## config.mk

```make
export PLATFORM = sky130hd
export DESIGN_NAME = mem_request_queue_flat
export DESIGN_NICKNAME = d
export VERILOG_FILES = /design/src/rtl/mem_request_queue_pkg.sv /design/src/rtl/mem_request_queue_if.sv /design/src/rtl/mem_request_queue_sat_counter.sv /design/src/rtl/mem_request_queue.sv /design/src/flat_wrapper.sv
export SDC_FILE = /design/constraint.sdc
export NUM_CORES = 1
export LEC_CHECK = 0
export ABC_AREA = 1
export CORE_MARGIN = 8
export CORE_UTILIZATION = 44
export CTS_BUF_LIST = sky130_fd_sc_hd__clkbuf_16
export DETAILED_ROUTE_END_ITERATION = 6
export GPL_TIMING_DRIVEN = 0
export HOLD_SLACK_MARGIN = 0.1
export SLEW_MARGIN = 20
export SYNTH_ARGS = -nofsm -noshare
export SYNTH_HDL_FRONTEND = slang
export SYNTH_HIERARCHICAL = 1
export SYNTH_SLANG_ARGS = --single-unit
```

## constraint.sdc

```tcl
create_clock -name clk -period 5 [get_ports clk]
set_input_delay 0.5 -clock clk [delete_from_list [all_inputs] [get_ports clk]]
set_output_delay 0.5 -clock clk [all_outputs]
set_load 0.02 [all_outputs]
```

## src/rtl/mem_request_queue_pkg.sv

```systemverilog
// Shared types and default sizes for the memory request path (parser -> queue -> DRAM scheduler).
package global_defs;

    localparam int ADDRESS_WIDTH       = 36;
    localparam int QUEUE_DEPTH_DEFAULT = 16;
    localparam int AGE_WIDTH_DEFAULT   = 16;

    typedef enum logic [1:0] {
        NOP   = 2'd0,
        READ  = 2'd1,
        WRITE = 2'd2,
        RMW   = 2'd3
    } parsed_op_t;

    typedef struct packed {
        parsed_op_t               op;
        logic [ADDRESS_WIDTH-1:0] addr;
    } queue_entry_t;

endpackage

```

## src/rtl/mem_request_queue_if.sv

```systemverilog
// Request-in / head-out bundle of the memory request queue; the queue is the slave side.
interface mem_request_queue_if
    import global_defs::*;
#(
    parameter int QUEUE_DEPTH = QUEUE_DEPTH_DEFAULT,
    parameter int AGE_WIDTH   = AGE_WIDTH_DEFAULT
);
    parsed_op_t                         in_op;
    logic [ADDRESS_WIDTH-1:0]           in_addr;
    logic                               full;
    logic                               overflow;
    logic                               out_valid;
    parsed_op_t                         out_op;
    logic [ADDRESS_WIDTH-1:0]           out_addr;
    logic                               out_ready;
    logic [$clog2(QUEUE_DEPTH+1)-1:0]   occupancy;
    logic [AGE_WIDTH-1:0]               head_age;

    modport slave (
        input  in_op, in_addr, out_ready,
        output full, overflow, out_valid, out_op, out_addr, occupancy, head_age
    );

    modport master (
        output in_op, in_addr, out_ready,
        input  full, overflow, out_valid, out_op, out_addr, occupancy, head_age
    );
endinterface

```

## src/rtl/mem_request_queue_sat_counter.sv

```systemverilog
// Saturating up-counter with synchronous clear; holds at all-ones once reached.
module sat_counter #(
    parameter int WIDTH = 16
) (
    input  logic             clk,
    input  logic             rst_n,
    input  logic             i_clear,
    output logic [WIDTH-1:0] o_count
);

    logic [WIDTH-1:0] r_count;

    always_ff @(posedge clk or negedge rst_n) begin
        if (!rst_n) begin
            r_count <= '0;
        end else if (i_clear) begin
            r_count <= '0;
        end else if (r_count != '1) begin
            r_count <= r_count + WIDTH'(1);
        end
    end

    assign o_count = r_count;

endmodule

```

## src/rtl/mem_request_queue.sv

```systemverilog
// Circular request queue between trace parser and DRAM scheduler, with sticky overflow.
// Define MEM_QUEUE_AGE_EN to build per-entry age counters driving head_age.
module mem_request_queue
    import global_defs::*;
#(
    parameter int QUEUE_DEPTH = QUEUE_DEPTH_DEFAULT,
    parameter int AGE_WIDTH   = AGE_WIDTH_DEFAULT
) (
    input  logic               clk,
    input  logic               rst_n,
    mem_request_queue_if.slave bus
);

    localparam int PTR_W = (QUEUE_DEPTH > 1) ? $clog2(QUEUE_DEPTH) : 1;
    localparam int OCC_W = $clog2(QUEUE_DEPTH + 1);

    queue_entry_t     r_mem [QUEUE_DEPTH];
    logic [PTR_W-1:0] r_head;
    logic [PTR_W-1:0] r_tail;
    logic [OCC_W-1:0] r_occ;
    logic             r_overflow;

    logic         w_full;
    logic         w_empty;
    logic         w_req;
    logic         w_enq;
    logic         w_deq;
    queue_entry_t w_head;

    // full comes from registered occupancy only, so a same-cycle dequeue never frees a slot early
    assign w_full  = (r_occ == OCC_W'(QUEUE_DEPTH));
    assign w_empty = (r_occ == '0);
    assign w_req   = (bus.in_op != NOP);
    assign w_enq   = w_req && !w_full;
    assign w_deq   = !w_empty && bus.out_ready;

    always_ff @(posedge clk or negedge rst_n) begin
        if (!rst_n) begin
            r_head     <= '0;
            r_tail     <= '0;
            r_occ      <= '0;
            r_overflow <= 1'b0;
        end else begin
            if (w_enq) begin
                r_tail <= r_tail + PTR_W'(1);
            end
            if (w_deq) begin
                r_head <= r_head + PTR_W'(1);
            end
            if (w_enq && !w_deq) begin
                r_occ <= r_occ + OCC_W'(1);
            end else if (!w_enq && w_deq) begin
                r_occ <= r_occ - OCC_W'(1);
            end
            if (w_req && w_full) begin
                r_overflow <= 1'b1;
            end
        end
    end

    // Entry storage carries no reset; validity is tracked purely by occupancy.
    always_ff @(posedge clk) begin
        if (w_enq) begin
            r_mem[r_tail] <= '{op: bus.in_op, addr: bus.in_addr};
        end
    end

    assign w_head        = r_mem[r_head];
    assign bus.full      = w_full;
    assign bus.overflow  = r_overflow;
    assign bus.occupancy = r_occ;
    assign bus.out_valid = !w_empty;
    assign bus.out_op    = w_empty ? NOP : w_head.op;
    assign bus.out_addr  = w_empty ? '0  : w_head.addr;

`ifdef MEM_QUEUE_AGE_EN
    logic [AGE_WIDTH-1:0] w_age [QUEUE_DEPTH];

    // Idle slots keep counting, but their value is never observed before the next enqueue clears it.
    for (genvar g = 0; g < QUEUE_DEPTH; g++) begin : g_age
        sat_counter #(
            .WIDTH (AGE_WIDTH)
        ) u_age (
            .clk     (clk),
            .rst_n   (rst_n),
            .i_clear (w_enq && (r_tail == PTR_W'(g))),
            .o_count (w_age[g])
        );
    end

    assign bus.head_age = w_empty ? '0 : w_age[r_head];
`else
    assign bus.head_age = '0;
`endif

endmodule

```

## src/flat_wrapper.sv

```systemverilog
// flat-port wrapper written by rule: the top's interface ports become plain ports
module mem_request_queue_flat import global_defs::*;
#(
    parameter int QUEUE_DEPTH = QUEUE_DEPTH_DEFAULT,
    parameter int AGE_WIDTH   = AGE_WIDTH_DEFAULT
)
  (clk, rst_n, bus_in_op, bus_in_addr, bus_out_ready, bus_full, bus_overflow, bus_out_valid, bus_out_op, bus_out_addr, bus_occupancy, bus_head_age);
  mem_request_queue_if #(.QUEUE_DEPTH(QUEUE_DEPTH), .AGE_WIDTH(AGE_WIDTH)) bus_i ();
  input  logic clk;
  input  logic rst_n;
  input wire logic [$bits(bus_i.in_op)-1:0] bus_in_op;
  input wire logic [$bits(bus_i.in_addr)-1:0] bus_in_addr;
  input wire logic [$bits(bus_i.out_ready)-1:0] bus_out_ready;
  output wire logic [$bits(bus_i.full)-1:0] bus_full;
  output wire logic [$bits(bus_i.overflow)-1:0] bus_overflow;
  output wire logic [$bits(bus_i.out_valid)-1:0] bus_out_valid;
  output wire logic [$bits(bus_i.out_op)-1:0] bus_out_op;
  output wire logic [$bits(bus_i.out_addr)-1:0] bus_out_addr;
  output wire logic [$bits(bus_i.occupancy)-1:0] bus_occupancy;
  output wire logic [$bits(bus_i.head_age)-1:0] bus_head_age;
  assign bus_i.in_op = bus_in_op;
  assign bus_i.in_addr = bus_in_addr;
  assign bus_i.out_ready = bus_out_ready;
  assign bus_full = bus_i.full;
  assign bus_overflow = bus_i.overflow;
  assign bus_out_valid = bus_i.out_valid;
  assign bus_out_op = bus_i.out_op;
  assign bus_out_addr = bus_i.out_addr;
  assign bus_occupancy = bus_i.occupancy;
  assign bus_head_age = bus_i.head_age;
  mem_request_queue #(.QUEUE_DEPTH(QUEUE_DEPTH), .AGE_WIDTH(AGE_WIDTH)) u_core (.clk(clk), .rst_n(rst_n), .bus(bus_i));
endmodule
```

### After elaboration in Yosys (flattened, before gate mapping)

Memories as Yosys holds them, arrays and structs flattened.
Cells that the tools add are included.

* register bits: 14
* memory bits (read-only): 0
* bits of input ports: 41
* logic and storage cells: 28
* memories kept: 1
* bits in writable memories: 608
* bits in latches: 0
* output and inout port bits: 62

* multiplexer cells: 6
* shift-type cells: 0
* order comparisons: 0
* divide/modulo/power cells: 0
* add/subtract/negate cells: 4
* $mul: 0
* reductions and logical operators: 12
* bitwise gates (word level): 0
* eq/ne operators: 1

Memories
* u_core.r_mem: words 16, width 38, read ports 1, clocked after Yosys merged registers in 0, write ports 1, RTL line mem_request_queue.sv:17 `queue_entry_t r_mem [QUEUE_DEPTH];`

Operators with widths (number)
* 2-to-1 mux 36 bit: 1
* 2-to-1 mux 5 bit: 2
* adder 4 x 1 -> 4 bit (second input constant): 2
* adder 5 x 1 -> 5 bit (second input constant): 1
* == test 5 bit (second input constant): 1
* logical AND 1 bit: 5
* logical NOT 5 bit: 1
* subtractor 5 x 1 -> 5 bit (second input constant): 1
* logical NOT 1 bit: 4
* nonzero test 2 bit: 2
* 2-to-1 mux 1 bit: 2
* 2-to-1 mux 2 bit: 1

### Longest topological paths before layout

Gate-level depths: netlist of run 1.

* word-level depth: 7
* mapped depth: 14
* depth with buffers taken out: 14

### Worst setup path after synthesis of run 1

No wires, ideal clock.

* path type: reg-to-reg
* from: register u_core.r_occ[0] (netlist: u_core/bus.occupancy[0])
* to: memory u_core/r_mem[7][0] (netlist name) (enable)
* path slack: 801 ps
* stages on the path, launching flop included: 7
* arrival: 3718 ps
* required time: 4519 ps
* path buffers: 0
* library setup time: 481 ps
* period minus slack after synthesis: 4199 ps
* path through: dfrtp_1 inv_1 nand4_1 nand2_1 inv_1 nand2_1 nor3_1

* word-level cells in the longest chain between the ends: 5

Ends and longest elaborated chain
* start: declaration: RTL line mem_request_queue.sv:20 `logic [OCC_W-1:0] r_occ;`
* start signal: assignment: RTL line mem_request_queue.sv:51 `r_occ <= r_occ + OCC_W'(1);`
* start signal: assignment: RTL line mem_request_queue.sv:53 `r_occ <= r_occ - OCC_W'(1);`
* == test 5 bit: RTL line mem_request_queue.sv:31 `assign w_full = (r_occ == OCC_W'(QUEUE_DEPTH));`
* logical NOT 1 bit: RTL line mem_request_queue.sv:34 `assign w_enq = w_req && !w_full;`
* logical AND 1 bit: RTL line mem_request_queue.sv:34
* net u_core.w_enq: RTL line mem_request_queue.sv:26 `logic w_enq;`
* 2-to-1 mux 1 bit: RTL line mem_request_queue.sv:63 `if (w_enq) begin`
* 2-to-1 mux 1 bit (not written as such): RTL line mem_request_queue.sv:64 `r_mem[r_tail] <= '{op: bus.in_op, addr: bus.in_addr};`
* end: declaration: RTL line mem_request_queue.sv:17

The timed path passes the listed nets, and every way through them passes these cells.

### Worst setup path in the final report of run 1

* from: register u_core.r_head[3]
* to: output port bus_out_addr[32]

* word-level cells in the longest chain between the ends: 2

Ends and longest elaborated chain
* start: declaration: RTL line mem_request_queue.sv:18 `logic [PTR_W-1:0] r_head;`
* start signal: assignment: RTL line mem_request_queue.sv:48 `r_head <= r_head + PTR_W'(1);`
* memory (16 x 38 bit)
* 2-to-1 mux 36 bit: RTL line mem_request_queue.sv:74 `assign bus.out_addr = w_empty ? '0 : w_head.addr;`
* end: declaration: RTL line flat_wrapper.sv:18 `output wire logic [$bits(bus_i.out_addr)-1:0] bus_out_addr;`

No other way between the ends.

==> flow_summary.toml, run 1 <==
[run_status]
status = "finished, final reports clean"

[pwr]
p_switching_w = 0.007657
p_int_w = 0.01163
power_density_nw_per_um2 = 640.9
power_frac_seq = 0.348
power_frac_comb = 0.424
p_leak_nw = 11.13
power_w = 0.01928
p_sw_frac = 0.3971
p_clk_frac = 0.228
ir_drop_mv = 0.3438

[clocking]
cts.sinks = 622
clock-root-buffer = "clkbuf_16"
worst_skew_pair.late_latency_ns = 0.65
htreeDepth = 2
cts_buffers = 61
path_clk_slew_ns = 0.06
cts_tree = "done"
clockBufferDepth = 3
ctsResizeCount = 0
cts_hold_buffers = 0
post_cts_buffers = 0

[floorplan]
die_y_um = 256.5
num_rows = 88
dieArea_sq_um = 65770
coreArea_sq_um = 57480
io_pins = 103
die_x_um = 256.5
initial_core_util = 0.4427

[timing]
skew_ns = 0.02638
setup_viol = 0
rsz0062_at_grt = "false"
finalCritPeriodShare = 0.8540
hold_violations = 0
period_needed_ns = 4.270
maxSlewViolCount = 0
fmax_mhz = 234.2
worst_slew_pin_slew_ns = 1.186
max-slew-margin-rel = 0.2091

[logic_synthesis]
synthTopCellsByArea = "edfxtp_1 (72%), nand2_1 (12%), nand3_1 (9.1%)"
syn_inst = 2131
yosysTopAreaCell = "edfxtp_1"
synth_xor_area_frac = 0.003443
yosys.area.top_type_share = 0.7176
ys_seq_elements = 622
yosys_warnings = 6
synthMuxAreaShare = 0
synth_fa_ha_area_frac = 0.005213
synth_compound_area_frac = 0.008803
synth_cell_type_count = 25
syn-mean-instance-area_sq_um = 11.94
synth-simple-area-share = 0.2121
synth_top_family_by_area = "simple AND/OR/NAND/NOR gates"
syn_area_sq_um = 25440
seq_area_frac_synth = 0.7314

[route]
viasPerCell = 5.484
wl_per_cell_um = 23.44
antenna_left = 0
wl_um = 73890
dr.first_iter.drc_count = 1725
via_count = 17287
drt_first_pass_iters = 5
drc = 0

[placed_design]
placed_cells = 3038
place.gp.congestion = 0.7935
hpwl_um = 48490
port_buffers = 86

[critical_path]
cp_max_fo = 10
critical-path-slowest-cell = "buf_1"
r2r-end = "u_core/r_mem[11][16]$_DFFE_PP_"
end_kind = "output pin"
crit_buf_inv = 3
cpLargestDelayFamily = "buffers and inverters"
path_class = "reg2out"
reg2reg_from = "u_core/bus.occupancy[0]$_DFFE_PN0P_"
startpoint_type = "flip-flop"
cp.arrival_ns = 3.77
crit_chain = "buf_1 > clkbuf_1 > nand2_1 > a21oi_1 > clkdlybuf4s50_1"
max_stage_delay_ns = 0.92
cp.required_ns = 4.50
worst_r2r_path_depth = 9
rrSetupSlack_ns = 2.03

[grt]
antenna_found_initial = 0
grt_pass1_vias = 17022
gr-total-overflow = 0
grt_max_degree = 22
grtUsageTotal = 0.2198
grt_pass1_wl_um = 109400

[finish]
diodes = 0
layout-drive-gt1-share = 0.1081
fillers = 4965
nets = 2387
area_growth_pct = 18.25
final_cells = 3152

[flow_run]
cap_violations = 0

[hold_path]
holdCritPathClass = "in2async"
## worst reg2reg max path: cells and delay by family, from the launching register on
family | cells | cell delay [ns]
buffers and inverters | 5 | 1.02
DFF | 1 | 0.45
and+or+nand+nor | 4 | 1.19
## flip-flops by register name, indices dropped and copies added, names as in the netlist
signal                flops
u_core/r_mem            608
u_core/bus.occupancy      5
u_core/r_head             4
u_core/r_tail             4
u_core/bus.overflow       1
## per-stage QoR
stage          cell area [sq um]  hold WS (ns)  TNS [ns]  setup slack, ns    util
4_1_cts                    30080        0.3023         0           0.7500  0.5234
3_3_place_gp               27320        0.4416   -839.40           -3.238  0.4753
2_1_floorplan              25500        0.2044         0           0.8011       -
3_5_place_dp               28180        0.4472         0           0.9789  0.4903
5_1_grt                    30090        0.3313         0           0.5945  0.5234
6_report                   30090        0.3007         0           0.7298  0.5234
## final cells by class
cell class	count	area, sq um	share of cell area
well taps	765	957.2	0.03182
plain buffers	146	922.1	0.03065
repair buffers	127	1610	0.05352
multi-input cells	1361	6013	0.1999
clock inverters	53	379.1	0.01260
flip-flops and latches	622	18610	0.6185
clock buffers	61	1526	0.05074
inverters	17	68.82	0.002287
## synthesized netlist by cell type, drive strengths merged
master / n
or2: 1
a21oi: 40
nor2: 20
a21o: 1
edfxtp: 608
nor3: 3
o22ai: 1
buf: 129
xnor2: 1
o21ai: 2
dfrtp: 14
fa: 1
conb: 1
nand2: 793
xor2: 9
inv: 17
ha: 9
nand4: 1
nand3: 463
clkbuf: 17
## layout by cell type (no fill, tap or decap), drive strengths merged
master and instances:
a21oi 40, nand2 793, buf 170, xnor2 1, nor3 3, or2 1, fa 1, nand4 1
clkdlybuf4s50 86, dfrtp 14, nor2 20, conb 16, nand3 463, xor2 9, o21ai 2, inv 36
bufinv 5, clkinv 29, edfxtp 608, clkbuf 78, a21o 1, ha 9, o22ai 1
## logic make-up after synthesis
group	after synthesis
AO/OA/AOI/OAI	44
XOR/XNOR	10
adder cells (fa/ha/maj)	10
buffers and inverters	163
flip-flops	622
other	1
AND/OR/NAND/NOR	1281
## worst max-delay path by stage
stage | cells past startpoint | startpoint | to | slack (ns)
2_1_floorplan | 6 | u_core/bus.occupancy[0]$_DFFE_PN0P_ | u_core/r_mem[7][0]$_DFFE_PP_ | 0.80
3_3_place_gp | 6 | bus_in_op[1] | u_core/r_mem[3][19]$_DFFE_PP_ | -3.24
3_5_place_dp | 7 | bus_in_op[1] | u_core/r_mem[8][20]$_DFFE_PP_ | 0.98
4_1_cts | 5 | u_core/r_head[3]$_DFFE_PN0P_ | bus_out_addr[30] | 0.75
5_1_grt | 5 | u_core/r_head[3]$_DFFE_PN0P_ | bus_out_addr[32] | 0.59
6_report | 5 | u_core/r_head[3]$_DFFE_PN0P_ | bus_out_addr[32] | 0.73
## routing by layer
layer,vias up,global-route usage,share of wire
met5,-,0,0
met4,0,0.06049,0.024
met3,122,0.04292,0.085
met2,757,0.3638,0.48
met1,8562,0.2950,0.41
li1,7846,-,-
## power groups by stage
| stage | combinational [W] | sequential [W] | clock, W |
|---|---|---|---|
| after floorplan | 0.00456 | 0.00683 | 0 |
| after global placement | 0.00770 | 0.00689 | 0 |
| after detailed placement | 0.00813 | 0.00681 | 0 |
| after CTS | 0.00817 | 0.00670 | 0.00447 |
| after global routing | 0.00883 | 0.00676 | 0.00465 |
| final | 0.00817 | 0.00671 | 0.00440 |
No activity file was read; power rests on OpenSTA's default activity.
==> inputs of run 2 (changes only) <==
--- a/config.mk
+++ b/config.mk
@@ -12,6 +12,9 @@
 export DETAILED_ROUTE_END_ITERATION = 6
 export GPL_TIMING_DRIVEN = 0
 export HOLD_SLACK_MARGIN = 0.1
+export PLACE_DENSITY = 0.73
+export REMOVE_ABC_BUFFERS = 1
+export SKIP_CTS_REPAIR_TIMING = 1
 export SLEW_MARGIN = 20
 export SYNTH_ARGS = -nofsm -noshare
 export SYNTH_HDL_FRONTEND = slang
==> run 2 against run 1 <==
Net effect: fmax fell by 7.8%; clock skew fell by 0.012 ns; combinational power fell by 13%; wire length fell by 13%; sequential share of layout area rose by 0.97 points; first-iteration DRC count rose by 15%; global-route usage fell by 3.3 points; critical path type unchanged; critical endpoint is now bus_out_addr[4]; largest cell class unchanged.
==> flow_summary.toml, run 2 (synthesis gave the netlist of run 1 again) <==
[run_status]
status = "finished, final reports clean"

[clocking]
htreeDepth = 2
path_clk_slew_ns = 0.06
cts.sinks = 622
clockBufferDepth = 3
cts_tree = "done"
clock-root-buffer = "clkbuf_16"
cts_buffers = 58
worst_skew_pair.late_latency_ns = 0.63

[critical_path]
reg2reg_from = "u_core/bus.occupancy[0]$_DFFE_PN0P_"
cpLargestDelayFamily = "buffers and inverters"
max_stage_delay_ns = 0.73
crit_chain = "buf_16 > buf_16 > clkinv_16 > buf_16 > nand2_1 > nand3_1 > nand3_1 > nand2_1 > nand2_1 > a21oi_1 > clkdlybuf4s50_1"
critical-path-slowest-cell = "dfrtp_4"
startpoint_type = "flip-flop"
path_class = "reg2out"
crit_buf_inv = 5
cp_max_fo = 155
cp.required_ns = 4.50
end_kind = "output pin"
cp.arrival_ns = 4.13
crit_start = "u_core/r_head[0]$_DFFE_PN0P_"

[pwr]
p_leak_nw = 10.70
power_density_nw_per_um2 = 624.7
ir_drop_mv = 0.4420

[route]
via_count = 17084
drc = 0
antenna_left = 0
wl_um = 63940
drt_first_pass_iters = 5
viasPerCell = 5.659
wl_per_cell_um = 21.18
dr.first_iter.drc_count = 1982

[timing]
skew_ns = 0.01438
maxSlewViolCount = 0
setup_viol = 0
worst_slew_pin_slew_ns = 0.9183
fmax_mhz = 215.9
max-slew-margin-rel = 0.3844
period_needed_ns = 4.632
rsz0062_at_grt = "false"
hold_violations = 0
finalCritPeriodShare = 0.9265
hold_ws_ns = 0.2972

[floorplan]
dieArea_sq_um = 65770
initial_core_util = 0.4427
io_pins = 103
die_x_um = 256.5
die_y_um = 256.5
num_rows = 88
coreArea_sq_um = 57480

[finish]
final_area_sq_um = 29640
layout-drive-gt1-share = 0.07679
fillers = 4612
area_growth_pct = 16.51
nets = 2256
regMostFlops = "u_core/r_mem"
largest_reg_flops = 608
layout_common_cells = "nand2_1 (792), edfxtp_1 (608), nand3_1 (463), clkdlybuf4s50_1 (86), clkbuf_16 (62)"
final_cells = 3019
final_common_cell = "nand2_1"

[grt]
grt_pass1_vias = 16578
grt_max_degree = 155
gr-total-overflow = 0
antenna_found_initial = 1
grtUsageTotal = 0.1870
grt_pass1_wl_um = 96320

[placed_design]
hpwl_um = 35800
placed_cells = 2909
port_buffers = 86
post_dp_cell_area_sq_um = 27680
place.gp.congestion = 0.7332

[hold_path]
holdCritPathClass = "in2async"

[flow_run]
cap_violations = 0
==> run 2: cell types whose count changed in the layout (fill, tap and decap cells not counted), moves of 3 or more <==
cell	change
buf_2	-37
buf_16	+8
dfrtp_1	-4
buf_12	+5
inv_1	-12
buf_6	-8
clkbuf_1	-16
buf_1	-17
clkinvlp_4	+3
dfrtp_4	+4
buf_4	-64
==> run 2: worst paths after layout <==
check / cells after the start / endpoint / slack [ns]
setup reg to reg: 9 / u_core/r_mem[11][27]$_DFFE_PP_ / 1.85
hold reg to reg: 1 / u_core/bus.overflow$_DFFE_PN0P_ / 0.46
hold / removal: 1 / u_core/bus.occupancy[2]$_DFFE_PN0P_ / 0.30
setup / recovery: 11 / bus_out_addr[4] / 0.37
max in group asynchronous: 1 / u_core/r_head[2]$_DFFE_PN0P_ / 4.20
min in group clk: 1 / u_core/bus.overflow$_DFFE_PN0P_ / 0.46
==> run 2: cell type report <==
cell class / count / area [sq um] / share of cell area
inverters: 17 / 105.1 / 0.003546
repair buffers: 145 / 2008 / 0.06774
well taps: 765 / 957.2 / 0.03229
clock inverters: 47 / 397.9 / 0.01342
clock buffers: 61 / 1526 / 0.05149
flip-flops and latches: 622 / 18620 / 0.6282
diodes: 1 / 2.502 / 0.00008442
multi-input cells: 1361 / 6023 / 0.2032
==> run 2: power breakdown <==
part / leakage (nW) / switching [W] / total (W) / internal (W)
registers: 5.67 / 0.000456 / 0.00697 / 0.00652
clock network: 0.968 / 0.00187 / 0.00443 / 0.00256
logic: 4.07 / 0.00467 / 0.00712 / 0.00245
==> run 2: per-stage QoR <==
step | TNS (ns) | power, W | utilization | setup WS [ns]
finish | 0 | 0.01852 | 0.5158 | 0.3675
global route | 0 | 0.01946 | 0.5157 | 0.08855
CTS | -0.01714 | 0.01853 | 0.5151 | -0.01714
detailed placement | 0 | 0.01410 | 0.4816 | 0.5038
global placement | -1310.37 | 0.01325 | 0.4592 | -10.08
floorplan | -137.53 | 0.01125 | - | -3.486
==> run 2: routing by layer <==
layer | share of wire | global-route usage | vias to the layer above
met4 | 0.029 | 0.06300 | 0
met1 | 0.39 | 0.2533 | 8357
met5 | 0 | 0 | -
met3 | 0.099 | 0.03860 | 153
met2 | 0.48 | 0.3000 | 987
li1 | - | - | 7587
